**src/rtl/seq_mult_pkg.sv**
```systemverilog
// Shared types and helpers for the sequential shift-add multiplier.
package seq_mult_pkg;

  typedef enum logic [1:0] {
    IDLE = 2'd0,
    CALC = 2'd1,
    DONE = 2'd2
  } state_t;

  // Ceiling log2, used to size the iteration counter so it can hold WIDTH.
  function automatic int unsigned clog2(input int unsigned v);
    int unsigned r;
    r = 0;
    for (int unsigned i = 0; i < 32; i++) begin
      if ((32'd1 << i) < v) r = i + 1;
    end
    return r;
  endfunction

endpackage

```
**src/rtl/seq_mult_ctrl.sv**
```systemverilog
// Control FSM for the sequential multiplier: sequencing, iteration count,
// handshake outputs and datapath strobes.
module seq_mult_ctrl
  import seq_mult_pkg::*;
#(
  parameter int unsigned WIDTH = 8
) (
  input  logic clk,
  input  logic rst,
  input  logic start,
  output logic ready,
  output logic busy,
  output logic done,
  output logic load_c,
  output logic shift_c,
  output logic last_c,
  output logic final_c
);

  localparam int unsigned CW = clog2(WIDTH + 1);

  state_t        state;
  logic [CW-1:0] cnt;

  // Strobes decoded from registered state only, plus start for the load.
  assign load_c  = start & ready;
  assign shift_c = (state == CALC);
  assign last_c  = shift_c && (cnt == CW'(WIDTH - 1));
  assign final_c = (state == DONE);

  always_ff @(posedge clk or posedge rst) begin
    if (rst) begin
      state <= IDLE;
      cnt   <= '0;
      ready <= 1'b1;
      busy  <= 1'b0;
      done  <= 1'b0;
    end else begin
      done <= 1'b0;
      case (state)
        IDLE: begin
          if (start) begin
            state <= CALC;
            cnt   <= '0;
            ready <= 1'b0;
            busy  <= 1'b1;
          end
        end
        CALC: begin
          cnt <= cnt + CW'(1);
          if (cnt == CW'(WIDTH - 1)) state <= DONE;
        end
        DONE: begin
          state <= IDLE;
          ready <= 1'b1;
          busy  <= 1'b0;
          done  <= 1'b1;
        end
        default: begin
          state <= IDLE;
          ready <= 1'b1;
          busy  <= 1'b0;
        end
      endcase
    end
  end

endmodule

```
**src/rtl/seq_mult_param.sv**
```systemverilog
// Sequential radix-2 multiplier, unsigned or two's-complement, one product
// bit per cycle; datapath registers live here, sequencing in seq_mult_ctrl.
module seq_mult_param
  import seq_mult_pkg::*;
#(
  parameter int unsigned WIDTH     = 8,
  parameter bit          SIGNED_EN = 1'b1
) (
  input  logic                 clk,
  input  logic                 rst,
  input  logic                 start,
  input  logic [WIDTH-1:0]     a_in,
  input  logic [WIDTH-1:0]     b_in,
  input  logic                 signed_mode,
  output logic                 ready,
  output logic                 busy,
  output logic                 done,
  output logic [2*WIDTH-1:0]   product
);

  localparam int unsigned W = WIDTH;

  logic [W-1:0] a_reg;
  logic [W-1:0] b_reg;
  logic [W-1:0] p_reg;
  logic         mode_q;
  logic         load_c;
  logic         shift_c;
  logic         last_c;
  logic         final_c;
  logic [W:0]   p_ext;
  logic [W:0]   b_ext;
  logic [W:0]   addend;
  logic [W:0]   sum_c;

  seq_mult_ctrl #(.WIDTH(W)) u_ctrl (
    .clk     (clk),
    .rst     (rst),
    .start   (start),
    .ready   (ready),
    .busy    (busy),
    .done    (done),
    .load_c  (load_c),
    .shift_c (shift_c),
    .last_c  (last_c),
    .final_c (final_c)
  );

  // One guard bit: carry-out for unsigned, sign for signed; the sign-weighted
  // top multiplier bit turns the last step into a subtraction.
  always_comb begin
    p_ext  = {mode_q & p_reg[W-1], p_reg};
    b_ext  = {mode_q & b_reg[W-1], b_reg};
    addend = a_reg[0] ? b_ext : '0;
    sum_c  = (mode_q && last_c) ? (p_ext - addend) : (p_ext + addend);
  end

  always_ff @(posedge clk or posedge rst) begin
    if (rst) begin
      a_reg   <= '0;
      b_reg   <= '0;
      p_reg   <= '0;
      mode_q  <= 1'b0;
      product <= '0;
    end else begin
      if (load_c) begin
        a_reg  <= a_in;
        b_reg  <= b_in;
        p_reg  <= '0;
        mode_q <= signed_mode & SIGNED_EN;
      end else if (shift_c) begin
        p_reg <= sum_c[W:1];
        a_reg <= {sum_c[0], a_reg[W-1:1]};
      end
      if (final_c) product <= {p_reg, a_reg};
    end
  end

endmodule

```
**config.mk**
```make
export PLATFORM = sky130hd
export DESIGN_NAME = seq_mult_param
export DESIGN_NICKNAME = d
export VERILOG_FILES = /design/src/rtl/seq_mult_pkg.sv /design/src/rtl/seq_mult_ctrl.sv /design/src/rtl/seq_mult_param.sv
export SDC_FILE = /design/constraint.sdc
export NUM_CORES = 1
export LEC_CHECK = 0
export CELL_PAD_IN_SITES_DETAIL_PLACEMENT = 1
export CELL_PAD_IN_SITES_GLOBAL_PLACEMENT = 1
export CORE_MARGIN = 5
export CORE_UTILIZATION = 40
export DETAILED_ROUTE_END_ITERATION = 10
export GPL_ROUTABILITY_DRIVEN = 0
export MAX_ROUTING_LAYER = met4
export PLACE_DENSITY_LB_ADDON = 0.08
export SLEW_MARGIN = 20
export SYNTH_ARGS = -nofsm -noshare
export SYNTH_HDL_FRONTEND = slang
export SYNTH_HIERARCHICAL = 1
export SYNTH_SLANG_ARGS = --single-unit
```
**constraint.sdc**
```tcl
create_clock -name clk -period 3.6 [get_ports clk]
set_input_delay 0.72 -clock clk [delete_from_list [all_inputs] [get_ports clk]]
set_output_delay 0.72 -clock clk [all_outputs]
set_load 0.02 [all_outputs]
```
==> run summary <==
Outcome = completed
Final nets = 310
Async set-reset flop share out of synthesis = 100%
FF-to-FF path depth = 13
RSZ-0062 raised after global routing = no
Rel. slew slack = 52.5%
Number of synthesized register bits = 50
R2R setup slack = 0.51 ns
Core Region = 0.00635 mm^2
Routed vias = 1929
Max Fclk = 0.324 GHz
Final worst slack = 0.510 ns
Met3 WL post-DR = 160 um
Crit. End Element = register
Layout area overhead = 21.5%
EDFF count, synth = 0
Leading cell type in the layout, fill and taps excluded = dfrtp_1
Post-CTS Hold Fix Bufs = 0
Global-route wire length before repair = 10600 um
Pleak = 1.45 nW
Final Cycle Share = 85.8%
Data arrival, critical path = 3.31 ns
Clk_skew = 0.00383 ns
Biggest register = product
Chip height = 90.7 um
Largest net degree at the start of global routing = 42
Setup_tns = 0 ns
Vias in the first global route = 2107
WHS Path Cells = 1
Final setup fails = 0
Vias per cell = 5.40
Max IR drop VDD = 573 uV
GRT overflow = 0
Boundary Pins = 39
Clock H-tree levels = 2
Routed WL per cell = 16.7 um
Final hold vios = 0
Uppermost layer routed = met4
Critical path peak fanout = 10
CTS Root Cell = clkbuf_8
Post-synthesis instance area = 0.00260 mm^2
CTS resizes = 0
Layout fillers = 703
Hold Path Origin = product[6]$_DFFE_PP0P_
Post-CTS setup buffer count = 0
Clock transition at path regs = 0.10 ns
Layout cells sized above 1 = 7.14%
Reg2reg end = p_reg[6]$_DFFE_PP0P_
Cell variety after synth = 49
Flip-flop count of the largest register after layout = 16
Reg area = 0.00125 mm^2
Cell count after synthesis = 239
CTS tree = done
Residual DRC = 0
Commonest non-fill, non-tap cells in the layout = dfrtp_1 (49), clkdlybuf4s50_1 (38), nand2_1 (26)
Synth area leaders = dfrtp_1 (47%), mux2_1 (10%), ha_1 (4.8%)
Port Buffer Count = 38
Die width = 90.7 um
Die area = 0.00822 mm^2
Met1 WL = 2630 um
Slew @ Worst Pin = 0.712 ns
CP Launch Type = register
P per Cell Area = 1080 mW/mm^2
Hold crit path type = reg -> reg
Initial antenna violation count = 0
Row count = 29
Initial DRC count = 71
Pre-CTS setup slack = 0.587 ns
Post-synth top area cell = dfrtp_1
Top cell type's share of synthesized area = 47.1%
CTS buffer count = 5
Critical path type = reg -> reg
Max-Cap Viols = 0
Final WL = 5960 um
WL met2 = 3100 um
Post-synthesis sequential area ratio = 48.1%
Overall Global Routing Usage = 16.3%
Clk_lat worst skew = 0.31 ns
Multi-input logic area = 0.00127 mm^2
DP Wirelength = 4340 um
Max Root-Sink Buffers = 2
Antenna cells = 0
Hold Path End = product[6]$_DFFE_PP0P_
Average size of a mapped cell = 10.9 um^2
Ys flop type = dfrtp_1
Post-Syn Nets = 270
WP data required = 3.82 ns
Initial core utilization = 41.0%
Yosys warnings = 6
Max-slew violations = 0
First-pass DRT Iterations = 4
Clock Sinks = 50
ANT nets after route = 0
Tmin final = 3.09 ns
Reg-to-reg startpoint = u_ctrl/cnt[0]$_DFFE_PP0P_
## worst max-delay path, cell delays in order, from the launching register on
cell       delay (ns)
dfrtp_1          0.42
ha_1             0.26
and4_2           0.26
nand2_1          0.27
o31ai_1          0.13
nand2_1          0.08
o21ai_0          0.07
a22oi_1          0.18
ha_1             0.33
a2111oi_0        0.43
a21oi_1          0.11
o21ai_1          0.14
xor2_1           0.10
a211oi_1         0.23
## routing by layer
| metal | vias up | track usage, % |
|---|---|---|
| met1 | 975 | 19.5 |
| li1 | 925 | - |
| met3 | 7 | 3.42 |
| met5 | - | - |
| met4 | 0 | 5.21 |
| met2 | 22 | 27.2 |
## worst max-delay path by stage
stage / start / end / slack, ns / depth (start not counted)
CTS: u_ctrl/cnt[0]$_DFFE_PP0P_ / p_reg[6]$_DFFE_PP0P_ / 0.48 / 13
floorplan: u_ctrl/cnt[0]$_DFFE_PP0P_ / p_reg[6]$_DFFE_PP0P_ / 0.97 / 12
global route: u_ctrl/cnt[0]$_DFFE_PP0P_ / p_reg[6]$_DFFE_PP0P_ / 0.26 / 13
finish: u_ctrl/cnt[0]$_DFFE_PP0P_ / p_reg[6]$_DFFE_PP0P_ / 0.51 / 13
detailed placement: u_ctrl/cnt[0]$_DFFE_PP0P_ / p_reg[6]$_DFFE_PP0P_ / 0.59 / 13
global placement: u_ctrl/cnt[0]$_DFFE_PP0P_ / p_reg[6]$_DFFE_PP0P_ / 0.65 / 13
## report_power, final
part | internal [mW] | switching (mW) | leakage (nW)
clock network | 0.137 | 0.201 | 0.0374
logic | 0.956 | 1.05 | 0.789
registers | 0.836 | 0.241 | 0.623
total | 1.93 | 1.49 | 1.45
## cell type report
type / instances / area share (%)
Sequential cell: 50 / 39.6
Timing Repair Buffer: 43 / 13.2
Tap cell: 77 / 3.04
Clock buffer: 6 / 2.29
Multi-Input combinational cell: 168 / 40.1
Inverter: 11 / 1.30
Clock inverter: 2 / 0.474
## synthesized netlist by cell type, types with 2 or more instances
library cell	n
mux2_2	2
dfrtp_1	49
ha_1	10
inv_1	11
a211oi_1	2
xnor2_1	3
a31oi_1	3
nand3_1	3
o21a_1	2
nor2_1	12
clkbuf_1	6
mux2i_1	10
o21ai_0	4
nor2b_1	4
xor2_1	6
a22o_1	2
o22ai_1	2
nand2b_1	5
and4_2	2
a21o_1	4
buf_2	3
nor3b_1	2
mux2_1	24
a21oi_1	5
o21ai_1	13
o211ai_1	2
nand2_1	26
## per-stage QoR
stage          instance area (um^2)  hold slack [ns]  util, %  total power, mW  std cells
6_report                       3160            0.494     49.8             3.42        357
5_1_grt                        3160            0.518     49.8             3.77        357
4_1_cts                        3160            0.499     49.8             3.48        357
3_5_place_dp                   3080            0.475     48.5             3.10        349
3_3_place_gp                   3080            0.470     48.5             3.06        349
2_1_floorplan                  2600            0.462        -             2.53        239
## kinds of logic (layout without fill, tap and decap cells)
group | after synthesis | after routing | share of synthesized area (%)
mux | 36 | 36 | 15.1
buf+inv | 21 | 62 | 3.17
fa+ha+maj | 11 | 11 | 5.57
xor+xnor | 9 | 9 | 3.03
flops | 50 | 50 | 48.1
compound gates | 50 | 50 | 12.8
simple gates | 62 | 62 | 12.3
Power figures use the tool's default switching activity.
